==> src/rtl/uart2wifi_core_pkg.sv <==
// Shared types and constants for the uart2wifi core slice.
package uart2wifi_core_pkg;

  localparam int UART_DATA_W = 8;

  typedef enum logic {
    ARB_IDLE = 1'b0,
    ARB_XFER = 1'b1
  } arb_state_t;

endpackage

==> src/rtl/uart2wifi_core_rr_pick.sv <==
// Combinational winner select: round-robin from rr_ptr, or lowest index in fixed mode.
module uart2wifi_core_rr_pick
  import uart2wifi_core_pkg::*;
#(
  parameter int NUM_REQ = 2
) (
  input  logic [NUM_REQ-1:0]         valid,
  input  logic [$clog2(NUM_REQ)-1:0] rr_ptr,
  input  logic                       fixed,
  output logic                       found,
  output logic [$clog2(NUM_REQ)-1:0] idx
);

  localparam int ID_W = $clog2(NUM_REQ);

  logic [NUM_REQ-1:0]   lo_mask;
  logic [2*NUM_REQ-1:0] dbl_valid;

  // Lower copy drops requesters below the pointer; the upper copy supplies the wrap-around.
  for (genvar gi = 0; gi < NUM_REQ; gi++) begin : g_mask
    assign lo_mask[gi] = fixed | (ID_W'(gi) >= rr_ptr);
  end

  assign dbl_valid = {valid, valid & lo_mask};

  always_comb begin
    found = 1'b0;
    idx   = '0;
    for (int j = 2 * NUM_REQ - 1; j >= 0; j--) begin
      if (dbl_valid[j]) begin
        found = 1'b1;
        idx   = ID_W'(j % NUM_REQ);
      end
    end
  end

endmodule

==> src/rtl/uart2wifi_core_tx_arbiter.sv <==
// Packet-granular arbiter sharing the UART TX FIFO write port between NUM_REQ byte streams,
// with a packet-length watchdog that forces release of runaway sources.
module uart2wifi_core_tx_arbiter
  import uart2wifi_core_pkg::*;
#(
  parameter int NUM_REQ = 2,
  parameter int DATA_W  = UART_DATA_W,
  parameter int MAX_PKT = 64
) (
  input  logic                       clk,
  input  logic                       rst,
  input  logic [NUM_REQ-1:0]         req_valid,
  input  logic [NUM_REQ*DATA_W-1:0]  req_data,
  input  logic [NUM_REQ-1:0]         req_last,
  output logic [NUM_REQ-1:0]         req_ready,
  input  logic                       tx_full,
  output logic                       tx_wr,
  output logic [DATA_W-1:0]          tx_data,
  input  logic                       cfg_fixed_prio,
  input  logic                       err_clr,
  output logic                       busy,
  output logic [$clog2(NUM_REQ)-1:0] grant_id,
  output logic                       err_overrun,
  output logic [$clog2(NUM_REQ)-1:0] err_id
);

  localparam int ID_W  = $clog2(NUM_REQ);
  localparam int CNT_W = $clog2(MAX_PKT);
  localparam logic [CNT_W-1:0] CNT_LAST = CNT_W'(MAX_PKT - 1);
  localparam logic [ID_W-1:0]  ID_MAX   = ID_W'(NUM_REQ - 1);

  arb_state_t       state_reg;
  logic [ID_W-1:0]  rr_ptr_reg;
  logic [CNT_W-1:0] byte_cnt_reg;
  logic             fixed_reg;

  logic              pick_found;
  logic [ID_W-1:0]   pick_idx;
  logic              g_valid;
  logic              g_last;
  logic [DATA_W-1:0] g_data;
  logic              handshake;
  logic              at_limit;
  logic              release_pkt;
  logic              forced;

  uart2wifi_core_rr_pick #(
    .NUM_REQ(NUM_REQ)
  ) u_pick (
    .valid (req_valid),
    .rr_ptr(rr_ptr_reg),
    .fixed (cfg_fixed_prio),
    .found (pick_found),
    .idx   (pick_idx)
  );

  assign g_valid = req_valid[grant_id];
  assign g_last  = req_last[grant_id];
  assign g_data  = req_data[int'(grant_id) * DATA_W +: DATA_W];

  // Ready and write strobe share the same !tx_full term, so a byte is never written into a full FIFO.
  assign handshake   = (state_reg == ARB_XFER) & g_valid & ~tx_full;
  assign at_limit    = (byte_cnt_reg == CNT_LAST);
  assign release_pkt = handshake & (g_last | at_limit);
  assign forced      = handshake & ~g_last & at_limit;

  always_comb begin
    req_ready = '0;
    if (state_reg == ARB_XFER) begin
      req_ready[grant_id] = ~tx_full;
    end
  end

  assign tx_wr   = handshake;
  assign tx_data = handshake ? g_data : '0;
  assign busy    = (state_reg == ARB_XFER);

  always_ff @(posedge clk or posedge rst) begin
    if (rst) begin
      state_reg    <= ARB_IDLE;
      rr_ptr_reg   <= '0;
      byte_cnt_reg <= '0;
      fixed_reg    <= 1'b0;
      grant_id     <= '0;
      err_overrun  <= 1'b0;
      err_id       <= '0;
    end else begin
      if (state_reg == ARB_IDLE) begin
        byte_cnt_reg <= '0;
        if (pick_found) begin
          grant_id  <= pick_idx;
          fixed_reg <= cfg_fixed_prio;
          state_reg <= ARB_XFER;
        end
      end else begin
        if (handshake) begin
          byte_cnt_reg <= byte_cnt_reg + CNT_W'(1);
        end
        if (release_pkt) begin
          state_reg    <= ARB_IDLE;
          byte_cnt_reg <= '0;
          if (!fixed_reg) begin
            rr_ptr_reg <= (grant_id == ID_MAX) ? '0 : grant_id + ID_W'(1);
          end
        end
      end

      // A clear wins over a coincident overrun; only the first overrun's source is kept.
      if (err_clr) begin
        err_overrun <= 1'b0;
        err_id      <= '0;
      end else if (forced && !err_overrun) begin
        err_overrun <= 1'b1;
        err_id      <= grant_id;
      end
    end
  end

endmodule

==> config.mk <==
export PLATFORM = sky130hd
export DESIGN_NAME = uart2wifi_core_tx_arbiter
export DESIGN_NICKNAME = d
export VERILOG_FILES = /design/src/rtl/uart2wifi_core_pkg.sv /design/src/rtl/uart2wifi_core_rr_pick.sv /design/src/rtl/uart2wifi_core_tx_arbiter.sv
export SDC_FILE = /design/constraint.sdc
export NUM_CORES = 1
export LEC_CHECK = 0
export CAP_MARGIN = 10
export CORE_MARGIN = 3
export CORE_UTILIZATION = 44
export CTS_BUF_LIST = sky130_fd_sc_hd__clkbuf_8
export CTS_CLUSTER_SIZE = 30
export DETAILED_ROUTE_END_ITERATION = 12
export GPL_TIMING_DRIVEN = 1
export PLACE_DENSITY = 0.87
export SLEW_MARGIN = 15
export SYNTH_ARGS = -nofsm -noshare
export SYNTH_HDL_FRONTEND = slang
export SYNTH_SLANG_ARGS = --single-unit
==> constraint.sdc <==
create_clock -name clk -period 2.77 [get_ports clk]
set_input_delay 0.554 -clock clk [delete_from_list [all_inputs] [get_ports clk]]
set_output_delay 0.554 -clock clk [all_outputs]
set_load 0.03 [all_outputs]
==> run metrics <==
first-pass GRT wire length 3588 um; CTS-repair resized insts 0; Fillers approximately 110; worst hold slack ~510 ps; CTS tree done; CTS Buffer Depth 2; Critical Path End Type primary output; reg2reg setup slack roughly 990 ps; CP Capture Point req_ready[1]; core area about 1600 um2; routed wire length 2213 um; TNS Setup 0 ps; Max Slew Vio Count 0; Final Util between 70% and 80%; antenna fix cells 0; setup repair bufs after CTS 0; Post-CTS Hold Fix Bufs 0; H-Tree Depth 1; Worst Hold Class reg -> reg; syn nets roughly 120; Synthesis Warnings 0; Hold Path Stages 1; Vias just over 800; Syn Std Cell Area between 700 and 800 um2; clk slew on worst S/H paths 50 ps; Final HPWL DP 1697 um; worst slew pin tran slightly above 500 ps; CP startpoint tx_full; Worst R2R End byte_cnt_reg[5]; Final period util approximately nine tenths; vias in the first global route about 750; I/O Pins 40; die footprint between 2000 and 2500 um2; launching point of the worst reg2reg path grant_id; worst path required time ~2200 ps; sequential-to-total area share from yosys stat a little under two fifths; Rows 14; vias per inst between 5 and 6; Layout Nets 156; Largest register FFs 6; synthesized netlist cell count between 80 and 90; largest net degree at the start of global routing 14; FF-to-FF path depth 4; GP Congestion just under 0.8; headroom to the max-slew limit between 60% and 70%; status finished, final reports clean; Crit Path Class in -> out; Leak Pwr approximately 0.53 nW; maxcap violations 0; Worst Path Max Fanout 4; Max VDD drop about 0.54 mV; DRT antenna net count 0; syn avg cell area between 8 and 9 um2; starting density of the core roughly half; Yosys reg bits 12; critical path data arrival time about 2000 ps; Initial DRC Count 26; initial antenna violation count 0; drt pass-1 iters 4; unrepaired setup endpoints after global routing no; post-route DRC violation count 0; Final setup viols 0; die width about 48 um; I/O Buffers 39; Worst-Skew Late Latency ~240 ps; pwr/cell area between 700 and 800 nW/um2; WL/cell between 10 and 15 um; Startpoint Class input port; Max Fclk between 300 and 400 MHz; CTS Root Cell clkbuf_8; clock skew 1.279 ps; clock sink total 12; Fin. Hold Viols 0; share of layout cells above drive strength 1 15.50%; GRT Total Usage 19.65%; area added between synthesis and finish 55.20%; Die Height about 48 um; synth unique cells 26; CTS Buf Count 3; Overflow after GRT 0; min cycle time layout approximately 2500 ps
-- per-stage QoR --
stage	std cells	setup WS, ps	total power, mW	instance area, um2
after floorplan	89	565.0	0.5999	793.3
after global placement	149	279.4	0.7554	1176
after detailed placement	149	259.9	0.7718	1176
after CTS	153	253.7	0.9705	1231
after global routing	153	164.2	1.019	1231
final	153	255.6	0.9674	1231
-- Yosys cell counts (all sizes together) --
cell | count | area [um2]
a21oi | 5 | 25.02
a31o | 1 | 8.760
a31oi | 1 | 6.260
a32o | 1 | 10.01
and3 | 1 | 6.260
buf | 2 | 18.77
clkbuf | 3 | 11.26
dfrtp | 12 | 300.3
ha | 1 | 12.51
inv | 7 | 26.28
mux2 | 2 | 22.52
mux2i | 10 | 100.1
nand2 | 5 | 18.77
nand2b | 1 | 6.260
nand3 | 3 | 15.01
nand4 | 1 | 6.260
nand4b | 5 | 43.79
nor2 | 14 | 52.55
nor3 | 1 | 5.000
nor4 | 2 | 12.51
o21ai | 5 | 25.02
o32ai | 1 | 8.760
o41ai | 1 | 16.27
or2 | 1 | 8.760
xnor2 | 3 | 26.28
-- area by class of cell --
class / instances / area, um2 / share of cell area, %
Multi-Input combinational cell: 65 / 436.7 / 35.47
Timing Repair Buffer: 41 / 382.9 / 31.10
Sequential cell: 12 / 300.3 / 24.39
Clock buffer: 4 / 55.05 / 4.472
Tap cell: 24 / 30.03 / 2.439
Inverter: 7 / 26.28 / 2.134
-- kinds of logic (layout without fill, tap and decap cells) --
family,after synthesis,in the layout,share of synthesized area (%)
xor+xnor,3,3,3.313
flops,12,12,37.86
buf+inv,12,52,7.099
simple gates,34,34,22.08
mux,12,12,15.46
fa+ha+maj,1,1,1.577
compound gates,15,15,12.62
-- cells in the final DEF, fill, tap and decap left out, types with 2 or more instances in the layout --
master           count
a21oi_1              5
nand2_1              5
inv_1                7
buf_4               11
nor4_1               2
mux2_2               2
clkbuf_8             4
xnor2_1              3
o21ai_0              5
nand3_1              3
nand4b_1             5
mux2i_1             10
nor2_1              14
dfrtp_1             12
clkdlybuf4s50_1     30
-- power breakdown --
group / switching [mW] / total [mW] / internal (mW)
combinational: 0.274 / 0.496 / 0.221
clock: 0.0673 / 0.193 / 0.126
sequential: 0.0614 / 0.279 / 0.217
total: 0.403 / 0.967 / 0.564
-- routing by layer --
layer	routed length, um	global-route usage [%]
met5	0	0
met4	48	9.953
met3	84	3.067
met2	1160	33.26
met1	920	24.22
-- worst max-delay path: stages --
cell             delay (ps)
clkdlybuf4s50_1         430
nand2b_1                200
nor2_1                  110
clkdlybuf4s50_1         670
-- worst min path at each step --
stage,startpoint,to,slack [ps]
after global placement,fixed_reg,fixed_reg,490
final,fixed_reg,fixed_reg,510
after floorplan,rst,busy,420
after CTS,fixed_reg,fixed_reg,510
after global routing,fixed_reg,fixed_reg,520
after detailed placement,fixed_reg,fixed_reg,500
Power figures use the tool's default switching activity.
